`src/rtl/vlg_design.sv`:
```
// Binary-to-Gray encoder with one registered output stage and a valid flag.
// Optional GRAY_DECODE_EN adds o_bin, a registered Gray-to-binary round trip of the same word.
module vlg_design #(
    parameter int MSB = 7
) (
    input  logic         clk,
    input  logic         rst_n,
    input  logic         i_en,
    input  logic [MSB:0] i_data,
    output logic         o_vld,
`ifdef GRAY_DECODE_EN
    output logic [MSB:0] o_bin,
`endif
    output logic [MSB:0] o_gray
);

    logic [MSB:0] enc;
    logic [MSB:0] gray_d, gray_q;
    logic         vld_d, vld_q;

    // Each Gray bit is the XOR of a binary bit and its upper neighbour; the top bit passes through.
    assign enc[MSB] = i_data[MSB];
    generate
        for (genvar gi = 0; gi < MSB; gi++) begin : g_enc
            assign enc[gi] = i_data[gi+1] ^ i_data[gi];
        end
    endgenerate

    always_comb begin
        vld_d  = i_en;
        gray_d = gray_q;
        if (i_en) begin
            gray_d = enc;
        end
    end

    // rst_n is active-high here despite its name; it clears without waiting for a clock.
    always_ff @(posedge clk or posedge rst_n) begin
        if (rst_n) begin
            vld_q  <= 1'b0;
            gray_q <= '0;
        end else begin
            vld_q  <= vld_d;
            gray_q <= gray_d;
        end
    end

    assign o_vld  = vld_q;
    assign o_gray = gray_q;

`ifdef GRAY_DECODE_EN
    logic [MSB:0] dec;
    logic [MSB:0] bin_d, bin_q;

    // Decoded bit i is the XOR-reduction of the Gray word from bit i upward.
    generate
        for (genvar gi = 0; gi <= MSB; gi++) begin : g_dec
            assign dec[gi] = ^enc[MSB:gi];
        end
    endgenerate

    always_comb begin
        bin_d = bin_q;
        if (i_en) begin
            bin_d = dec;
        end
    end

    always_ff @(posedge clk or posedge rst_n) begin
        if (rst_n) begin
            bin_q <= '0;
        end else begin
            bin_q <= bin_d;
        end
    end

    assign o_bin = bin_q;
`endif

endmodule

```
`config.mk`:
```
export PLATFORM = sky130hd
export DESIGN_NAME = vlg_design
export DESIGN_NICKNAME = d
export VERILOG_FILES = /design/src/rtl/vlg_design.sv
export SDC_FILE = /design/constraint.sdc
export NUM_CORES = 1
export LEC_CHECK = 0
export ABC_AREA = 1
export CAP_MARGIN = 0
export CELL_PAD_IN_SITES_DETAIL_PLACEMENT = 1
export CELL_PAD_IN_SITES_GLOBAL_PLACEMENT = 2
export CORE_ASPECT_RATIO = 0.8
export CORE_MARGIN = 2
export CORE_UTILIZATION = 17
export CTS_CLUSTER_SIZE = 25
export DETAILED_ROUTE_END_ITERATION = 10
export GPL_ROUTABILITY_DRIVEN = 1
export PLACE_DENSITY_LB_ADDON = 0.1
export SLEW_MARGIN = 0
export SYNTH_ARGS = -nofsm -noshare
export SYNTH_HDL_FRONTEND = slang
export SYNTH_SLANG_ARGS = --single-unit
```
`constraint.sdc`:
```
create_clock -name clk -period 0.8 [get_ports clk]
set_clock_uncertainty 0.05 [all_clocks]
set_input_delay 0.16 -clock clk [delete_from_list [all_inputs] [get_ports clk]]
set_output_delay 0.16 -clock clk [all_outputs]
set_load 0.005 [all_outputs]
```
# Word level (Yosys, flattened, before mapping)
# Cells that the tools add are included.
dict set report op_classes {
  n_bitwise 7
}
# op n
set ops {}
lappend ops {{bitwise XOR 1 bit} 7}
dict set report totals {
  output_inout_bits 9
  register_bits 9
  word_cells 9
  in_bits 11
}

# Depth between registers and ports, before layout
dict set report logic_depth {
  depth_word 1
  ltp_mapped 4
  mapped_depth_nobuf 4
}

# Worst setup path after synthesis
# Ideal clock, no wire load.
dict set report synth_timing {
  path_kind {flip-flop to flip-flop}
  from {reg o_gray[7] (netlist name)}
  to {reg gray_q[7] (netlist: o_gray[7])}
  path_stages_with_launch 3
  t_required_ns 0.627
  arrival_ns 0.473
  n_path_buf 0
  period_less_slack_ns 0.645
  path_slack_ns 0.155
  setup_ns 0.123
  cell_sequence {dfrtp_1 -> nand2_1 -> o21ai_1}
}
# element line_no
set synth_rtl {}
lappend synth_rtl {{end signal, assigned} 44} ;# gray_q <= gray_d;
lappend synth_rtl {{end, declared} 18} ;# logic [MSB:0] gray_d, gray_q;

# Worst setup path in the final report
dict set report layout_timing {
  from {reg gray_q[2] (netlist: o_gray[2])}
  to {out o_gray[2]}
}
# element line_no
set layout_rtl {}
lappend layout_rtl {{end, declared} 14} ;# output logic [MSB:0] o_gray
# No word-level cell between the ends.

==> impl_metrics.json <==
{
  "p_int_mw": 0.872,
  "ctsHoldBuffers": 0,
  "core_um2": 2400,
  "dieArea_um2": 2910,
  "cts_root_buffer": "clkbuf_4",
  "syn2layout_area_growth_pct": 74.9,
  "slowest_stage": "dfrtp_1",
  "syn_inst": 57,
  "dr.pass1.iters": 2,
  "switching_share_pct": 25.8,
  "met3WireLength_um": 97,
  "post-route-period-util_pct": 122,
  "grt_pass1_vias": 452,
  "min_path_type": "in -> async",
  "rsz0062_at_grt": "yes",
  "arrival_ps": 770,
  "fin_total_pwr_mw": 1.18,
  "drive_above_1_share_pct": 31.1,
  "crit_fanout": 2,
  "hold_viol": 0,
  "dr_wl_met2_um": 529,
  "ir_worst_vdd_uv": 494,
  "grt_use_total_pct": 8.88,
  "syn_area_um2": 423,
  "slew_viol_final": 0,
  "dp.cells": 108,
  "port_buffers": 19,
  "m1WireLength_um": 551,
  "antenna_found_initial": 0,
  "path_class": "reg -> out",
  "clockBufferDepth": 2,
  "drc": 0,
  "power_density_nw_per_um2": 1590,
  "fmax_mhz": 1020,
  "dp_hpwl_um": 869,
  "dr.first_iter.drc_count": 8,
  "critical_path_buf_inv_count": 1,
  "clkLatencyLatePin_ps": 260,
  "final_core_util_pct": 30.8,
  "clk_pin_slew_ps": 60,
  "via_count": 452,
  "holdWs_ps": 141,
  "final_common_cell": "nand2_1",
  "cts_buffers": 3,
  "initial_utilization_pct": 17.6,
  "worstSetupEndpointType": "output pin",
  "final_cell_mix": "nand2_1 (25), inv_1 (9), dfrtp_1 (9), buf_2 (9)",
  "cts_sinks": 9,
  "ys_ff_latch": 9,
  "drv_cap": 0,
  "cpPeakStageDelay_ps": 380,
  "crit_required_ps": 590,
  "cts-htree-levels": 1,
  "tightest_slew_ps": 194,
  "globalplace.congestion": 0.666,
  "fin_crit_ps": 979,
  "cp_top_family": "flip-flops",
  "critPathLaunchType": "register",
  "grt_first_pass_wirelength_um": 1880,
  "p_sw_mw": 0.304,
  "nNetsFinal": 102,
  "synth.net_count": 68,
  "nFillCells": 307,
  "io_pins": 20,
  "grt-ovfl-total": 0,
  "die_x_um": 59.8,
  "finalSetupViolCount": 13,
  "placedInstanceArea_um2": 693,
  "grt_max_degree": 10,
  "leakage_nw": 0.436,
  "power_frac_clock_pct": 29.7,
  "p_comb_share_pct": 26.0,
  "fin_ws_ps": -179,
  "final_area_um2": 739,
  "wirelength_um": 1180,
  "stdcell_count": 117,
  "max_slew_margin_pct": 87.1,
  "ant_nets": 0,
  "status": "finished with violations",
  "p_seq_share_pct": 44.2,
  "top_layer_used": "met3",
  "die_y_um": 48.6,
  "rows": 16,
  "ys_types": 7,
  "ys_warn_count": 0,
  "tritoncts": "done",
  "crit_path_cell_trace": "buf_2",
  "avgSynthCellArea_um2": 7.42,
  "violations": "negative setup slack",
  "synth-seq-area-share_pct": 53.3,
  "wl_per_cell_um": 10.1,
  "antenna_cells": 0,
  "vias_per_cell": 3.86
}
kinds of logic after synthesis:
group,Yosys count,share of synthesized area (%)
compound gates,1,1.18
buf+inv,11,11.5
flops,9,53.3
simple gates,36,34.0
power by group through the flow:
| stage | clock (mW) | sequential, mW | combinational (mW) |
|---|---|---|---|
| floorplan | 0 | 0.534 | 0.0850 |
| global placement | 0 | 0.530 | 0.298 |
| detailed placement | 0 | 0.531 | 0.300 |
| CTS | 0.375 | 0.520 | 0.267 |
| global route | 0.405 | 0.526 | 0.344 |
| finish | 0.350 | 0.520 | 0.306 |
Yosys cell counts:
cell / instances / area [um^2]
buf_6: 1 / 11.3
dfrtp_1: 9 / 225
inv_1: 9 / 33.8
inv_2: 1 / 3.75
nand2_1: 29 / 109
nand3_1: 7 / 35.0
o21ai_1: 1 / 5.00
routing by layer:
metal	track usage (%)	vias up
met3	5.08	0
met1	11.0	203
li1	-	233
met4	2.22	0
met2	13.2	16
met5	0	-
metrics by stage:
step	setup TNS (ps)	setup WS, ps
2_1_floorplan	0	155
3_3_place_gp	-4480	-297
3_5_place_dp	-4590	-306
4_1_cts	-1630	-198
5_1_grt	-2300	-233
6_report	-1760	-179
timing repair:
action,4_1_cts,5_1_grt
setup buffers,2,4
pin swaps,1,2
gates resized for setup,38,9
endpoints found under the setup margin,16,14
registers in the layout, indices dropped and copies added (netlist names):
signal / count
o_vld: 1
o_gray: 8
layout make-up:
type | instances | area [um^2] | share of cell area, %
Clock buffer | 4 | 26.3 | 3.55
Inverter | 10 | 37.5 | 5.08
Multi-Input combinational cell | 37 | 159 | 21.5
Sequential cell | 9 | 225 | 30.5
Tap cell | 27 | 33.8 | 4.57
Timing Repair Buffer | 30 | 258 | 34.9
worst paths after layout:
check | to | cells after the start | slack (ps) | startpoint
worst max-delay path | o_gray[2] | 1 | -180 | o_gray[2]
worst min-delay path | o_vld | 3 | 140 | rst_n
worst max register to register | o_gray[5] | 4 | -80 | o_gray[5]
worst min register to register | o_gray[3] | 2 | 440 | o_gray[3]
max in group asynchronous | o_gray[6] | 3 | 450 | rst_n
min in group clk | o_gray[2] | 4 | 200 | i_data[2]
No activity file was read; power rests on OpenSTA's default activity.
